--- config.mk ---
export PLATFORM = sky130hd
export DESIGN_NAME = regfile_wb
export DESIGN_NICKNAME = d
export VERILOG_FILES = /design/src/rtl/riscv_pkg.sv /design/src/rtl/load_scoreboard.sv /design/src/rtl/regfile_wb.sv
export SDC_FILE = /design/constraint.sdc
export NUM_CORES = 2
export LEC_CHECK = 0
export BUFFER_PORTS_ARGS = -buffer_cell sky130_fd_sc_hd__buf_2
export CORE_MARGIN = 4
export CORE_UTILIZATION = 40
export DETAILED_ROUTE_END_ITERATION = 7
export PLACE_DENSITY = 0.57
export SLEW_MARGIN = 20
export SYNTH_ARGS = -nofsm -noshare
export SYNTH_HDL_FRONTEND = slang
export SYNTH_SLANG_ARGS = --single-unit
--- constraint.sdc ---
create_clock -name clk -period 1.8 [get_ports clk]
set_input_delay 0.18 -clock clk [delete_from_list [all_inputs] [get_ports clk]]
set_output_delay 0.18 -clock clk [all_outputs]
set_load 0.02 [all_outputs]
--- src/rtl/riscv_pkg.sv ---
// Shared RV32I pipeline constants: data width, register index width, writeback source encodings.
package riscv_pkg;
    localparam int XLEN      = 32;
    localparam int REG_IDX_W = 5;

    localparam logic [1:0] RESULT_SRC_ALU  = 2'b00;
    localparam logic [1:0] RESULT_SRC_LOAD = 2'b01;
    localparam logic [1:0] RESULT_SRC_PC4  = 2'b10;
endpackage

--- src/rtl/load_scoreboard.sv ---
// Pending-load vector with set/clear and the decode stall it drives.
// Macro REGFILE_BYPASS_EN: a same-cycle load writeback masks its own pending bit from the stall.
module load_scoreboard
    import riscv_pkg::*;
#(
    parameter int NREGS = 32
) (
    input  logic                 clk,
    input  logic                 rst,
    input  logic                 set_en,
    input  logic [REG_IDX_W-1:0] set_idx,
    input  logic                 flush,
    input  logic                 wb_en,
    input  logic [1:0]           wb_src,
    input  logic [REG_IDX_W-1:0] wb_idx,
    input  logic [REG_IDX_W-1:0] rs1,
    input  logic [REG_IDX_W-1:0] rs2,
    output logic                 stall
);
    logic [NREGS-1:0] pending;
    logic [NREGS-1:0] pending_nxt;
    logic [NREGS-1:0] stall_view;
    logic             clr_en;
    logic             do_set;

    assign clr_en = wb_en && (wb_src == RESULT_SRC_LOAD);
    assign do_set = set_en && !flush && (set_idx != '0);

    // Clear is applied before set so a newer load to the same index survives.
    always_comb begin
        pending_nxt = pending;
        if (clr_en)
            pending_nxt[wb_idx] = 1'b0;
        if (do_set)
            pending_nxt[set_idx] = 1'b1;
        pending_nxt[0] = 1'b0;
    end

    always_ff @(posedge clk) begin
        if (rst)
            pending <= '0;
        else
            pending <= pending_nxt;
    end

    always_comb begin
        stall_view = pending;
`ifdef REGFILE_BYPASS_EN
        if (clr_en)
            stall_view[wb_idx] = 1'b0;
`endif
        stall = ((rs1 != '0) && stall_view[rs1]) || ((rs2 != '0) && stall_view[rs2]);
    end
endmodule

--- src/rtl/regfile_wb.sv ---
// RV32I integer register file: W-stage write port, two combinational D-stage read ports, load stall.
// Macro REGFILE_BYPASS_EN: forward a same-cycle writeback onto the read ports.
module regfile_wb #(
    parameter int XLEN  = riscv_pkg::XLEN,
    parameter int NREGS = 32
) (
    input  logic                           clk,
    input  logic                           rst,
    input  logic                           RegWriteW,
    input  logic [riscv_pkg::REG_IDX_W-1:0] RdW,
    input  logic [1:0]                     ResultSrcW,
    input  logic [XLEN-1:0]                write_back_result,
    input  logic [riscv_pkg::REG_IDX_W-1:0] Rs1D,
    input  logic [riscv_pkg::REG_IDX_W-1:0] Rs2D,
    output logic [XLEN-1:0]                RD1D,
    output logic [XLEN-1:0]                RD2D,
    input  logic                           LoadIssueE,
    input  logic [riscv_pkg::REG_IDX_W-1:0] RdE,
    input  logic                           FlushE,
    output logic                           StallD
);
    import riscv_pkg::*;

    // Entry 0 exists only to keep indexing simple; it is never written or read.
    logic [XLEN-1:0] regs [NREGS];

    always_ff @(posedge clk) begin
        if (rst) begin
            for (int i = 0; i < NREGS; i++)
                regs[i] <= '0;
        end else if (RegWriteW && (RdW != '0)) begin
            regs[RdW] <= write_back_result;
        end
    end

    always_comb begin
        RD1D = (Rs1D == '0) ? '0 : regs[Rs1D];
        RD2D = (Rs2D == '0) ? '0 : regs[Rs2D];
`ifdef REGFILE_BYPASS_EN
        if (RegWriteW && (RdW != '0) && (RdW == Rs1D))
            RD1D = write_back_result;
        if (RegWriteW && (RdW != '0) && (RdW == Rs2D))
            RD2D = write_back_result;
`endif
    end

    load_scoreboard #(.NREGS(NREGS)) u_sb (
        .clk     (clk),
        .rst     (rst),
        .set_en  (LoadIssueE),
        .set_idx (RdE),
        .flush   (FlushE),
        .wb_en   (RegWriteW),
        .wb_src  (ResultSrcW),
        .wb_idx  (RdW),
        .rs1     (Rs1D),
        .rs2     (Rs2D),
        .stall   (StallD)
    );
endmodule

* Word-level counts from Yosys, hierarchy flattened
Memory sizes are Yosys's and may differ from the RTL's.
Cells that the tools add are included.
** Operators by class
- Magnitude comparators :: 6
- Equal/unequal tests :: 1
- Multiplexer cells :: 20
- Bitwise logic cells :: 3
- Reduce and logical (&&, ||, !) cells :: 17
** Operators by type and width (number)
- two-way mux 32 bit :: 5
- bitwise AND 32 bit :: 1
- NOT 32 bit :: 1
- OR 32 bit :: 1
- OR reduction 32 bit :: 1
- less-than comparator 5 x 6 -> 1 bit, second input constant :: 4
- nonzero test 5 bit :: 4
- binary-select mux 1 bit (select 5 bit) :: 2
- demux 1 bit (select 5 bit) :: 2
- greater-or-equal comparator 5 x 1 -> 1 bit, second input constant :: 2
- logical NOT 5 bit :: 2
- two-way mux 1 bit :: 10
- logical AND 1 bit :: 8
- two-way mux 5 bit :: 1
- == test 2 x 1 -> 1 bit, second input constant :: 1
- logical NOT 1 bit :: 1
- logical OR 1 bit :: 1
** Storage, ports and cells
- Bits in registers :: 32
- Bits in writable memories :: 1024
- Input port bits :: 59
- Word-level logic and storage cells :: 50
- Memories :: 1
** Memory list
- regs :: depth 32, bits a word 32, read ports 2, clocked after memory_dff 0, write ports 32, RTL line regfile_wb.sv:25 : logic [XLEN-1:0] regs [NREGS];

* Depth between registers and ports, before layout
- Depth after elaboration :: 9
- Mapped depth :: 9
- Depth with buffers taken out :: 5

* Cells and area by module
A second synthesis with hierarchy kept.
** Second synthesis, totals
- Cells, all modules :: 3723
- Area, all modules :: 56141.3 sq um
** Modules (own cells, without submodules)
- regfile_wb :: times used 1, cells an instance 3502, area an instance 54253.3 sq um, seq. area each 30749.5 sq um
- load_scoreboard :: times used 1, cells an instance 221, area an instance 1888.1 sq um, seq. area each 620.6 sq um

* Least setup slack after synthesis
OpenSTA, ideal clock, no wires.
- Path kind :: input port to output port
- From :: in Rs1D[0] in the netlist's numbering
- To :: out RD1D[19]
- Arrival :: 2.131 ns
- Required time :: 1.620 ns
- Path slack :: -0.511 ns
- Stages on the path :: 6
- Cells stage by stage :: buf_6 buf_8 buf_6 mux4_2 a221oi_1 a2111oi_0
** On the way
- Cells in the longest elaborated chain, start to end :: 2
- Elaborated cells between the ends (all ways) :: 3
** Ends and longest elaborated chain
- from (decl) :: RTL line regfile_wb.sv:13 : input logic [riscv_pkg::REG_IDX_W-1:0] Rs1D,
- memory read (32 x 32 bit) or logical NOT 5 bit (tied branches)
- two-way mux 32 bit * :: RTL line regfile_wb.sv:37 : RD1D = (Rs1D == '0) ? '0 : regs[Rs1D];
- to (decl) :: RTL line regfile_wb.sv:15 : output logic [XLEN-1:0] RD1D,
Mark *: on every way between the ends. The rest lies on a longest branch, timed or not.

==> flow_summary.yaml <==
timing:
  drv_slew: 0
  relSlewSlack_pct: 29.7
  final.min_clock_period_ns: 2.86
  setup_viol: 65
  layout_setup_ws_ns: -1.06
  setup_tns_ns: -50.21
  period_share_pct: 159
  rsz0062_at_grt: "true"
  final.setup_skew_ns: 0
  fmax_ghz: 0.350
  worstMarginPinSlew_ns: 1.06
  fin_hold_ws_ns: 0.0833
  hold_violations: 0
power_and_ir_drop:
  ir_drop_uv: 719
  leakage_nw: 24.4
  power_density_nw_per_um2: 891
placement:
  io_buffers: 123
  pre_cts_slack_ns: -0.794
  globalplace.congestion: 0.841
  dp_hpwl_um: 127000
  dpl.cell_count: 5810
grt:
  grt_use_total_pct: 25.5
  grt_overflow: 0
  antenna_found_initial: 22
  grt_pass1_wl_um: 267000
  grt_max_degree: 95
  grt_pass1_vias: 36500
die:
  rows: 136
  core_area_um2: 138000
  die_h_um: 382
  initial_utilization_pct: 40.5
  die_area_um2: 146000
  die_x_um: 382
  io_pins: 124
critical_path:
  crit_fanout: 2
  critical_path.startpoint: "regs[29][1]"
  path_class: "reg2out"
  reg2reg_from: "u_sb.pending[28]"
  reg2reg_slack_ns: 1.08
  arrival_ns: 2.68
  slowest_delay_ns: 0.48
  r2r_cells: 3
  slowest_stage: "mux4_2"
  critPathCaptureType: "primary output"
  worstSetupPathDepth: 5
  regToRegEndpoint: "u_sb.pending[28]"
  cp_cell_sequence: "mux4_2 > a22o_4 > a221oi_4 > a2111oi_4 > buf_4"
  cp-start-kind: "register"
  crit_end: "RD1D[1]"
  cp_num_buf_inv: 1
  crit_family: "compound AO/OA/AOI/OAI gates"
  cp.required_ns: 1.62
synth:
  synthTopCellsByCount: "edfxtp_1, and2_1, mux4_2"
  synth-seq-cells: 1055
  synth.largest_area_cell: "edfxtp_1"
  synth.cell_area_um2: 56000
  yosysMostFrequentCell: "edfxtp_1"
  syn_inst: 3651
  synth.avg_cell_area_um2: 15.3
  synth_top_area_share_pct: 54.9
  ys.flop_type: "edfxtp_1"
  synth-edff-count: 1024
  ys_seq_area_share_pct: 56.0
  yosysUniqueCellTypes: 49
  async_reset_ff_share_pct: 0
  synth_area_leaders: "edfxtp_1, mux4_2, and2_1"
  yosysWarningCount: 0
finish:
  drive_above_1_share_pct: 39.3
  area_growth_pct: 23.9
  utilization_pct: 50.2
  nets: 4133
  finalNonFillerCells: 6044
routing:
  ant_nets: 0
  avgRoutedWirePerCell_um: 30.9
  drc: 0
  dr.pass1.iters: 5
  vias: 35600
  totalWireLength_um: 187000
  drt-vias-per-instance: 5.88
  drtIter0Drc: 4001
clocking:
  cts.htree.levels: 3
  numCtsBuffers: 115
  cts_tree: "built"
  cts_sinks: 1055
  cts_root_buf: "clkbuf_16"
  clkTransAtPathRegs_ns: 0.06
  insertion_delay_ns: 0.71
  cts_buffer_depth: 3
min_path:
  min-delay-start: "write_back_result[6]"
  min_path_type: "in2reg"
outcome:
  violations: "setup timing"
  outcome: "finished with violations"
job:
  drv_cap: 0
cells by family (layout without fill, tap and decap cells):
group | count (synthesis) | in the layout | synth area share, %
AO/OA/AOI/OAI | 375 | 375 | 4.59
buffers and inverters | 397 | 883 | 3.55
flip-flops | 1055 | 1055 | 56.0
multiplexers | 631 | 631 | 22.9
other | 1 | 45 | 0.00670
AND/OR/NAND/NOR | 1192 | 1192 | 12.9
per-layer routing:
metal | vias to the layer above | wire length, µm | track usage [%]
met5 | - | 50 | 0
met4 | 8 | 6530 | 7.93
met3 | 301 | 14800 | 4.75
met2 | 1605 | 88200 | 41.1
met1 | 18600 | 77000 | 35.2
li1 | 15000 | - | -
registers in the layout (all words and copies together), names as in the netlist:
register / flops
u_sb.pending: 31
regs: 1024
final cells by class:
type | count | area (µm²)
antenna | 13 | 32.5
clock buffer | 142 | 3040
clock inverter | 69 | 594
fill | 11600 | 68800
inverter | 1 | 3.75
multi-input combinational | 2230 | 24800
sequential | 1055 | 31400
tap | 1863 | 2330
timing repair buffer | 671 | 7200
worst min path at each step:
stage	cells past startpoint	slack, ns	end
final	2	0.08	regs[6][6]
after global routing	2	0.07	regs[1][6]
after CTS	2	0.03	regs[2][22]
after detailed placement	2	0.49	u_sb.pending[31]
after global placement	2	0.48	u_sb.pending[19]
after floorplan	1	0.38	regs[1][31]
per-stage QoR:
step / power [W] / instance area, µm²
2_1_floorplan: 0.0341 / 57100
3_3_place_gp: 0.0381 / 64300
3_5_place_dp: 0.0382 / 64300
4_1_cts: 0.0621 / 69200
5_1_grt: 0.0637 / 69300
6_report: 0.0618 / 69400
layout by cell type, fill, tap and decap left out, types with 30 or more instances in the layout:
master and n:
buf_2 54, mux2i_1 66, buf_12 166, conb_1 32
a22oi_1 52, mux4_2 495, edfxtp_1 1024, a21oi_1 35
buf_4 392, dfxtp_1 30, nor2_4 31, a22oi_2 35
clkbuf_16 117, nand2_1 63, and2_1 993, o21ai_0 41
buf_6 46
repair_timing:
| action | CTS | global route |
|---|---|---|
| hold buffers | 10 | 0 |
| gates cloned | 0 | 0 |
| endpoints found under the hold margin | 31 | 0 |
| gates resized for setup | 283 | 44 |
| endpoints found under the setup margin | 65 | 66 |
| pin swaps | 69 | 38 |
| buffers inserted | 5 | 6 |
power by group:
part           switching [W]  internal, W  leakage [nW]
Clock                 0.0101       0.0132          1.78
Combinational        0.00504      0.00463          12.6
Sequential          0.000619       0.0282          10.0
Total                 0.0157       0.0460          24.4
(Power assumes the default switching activity.)
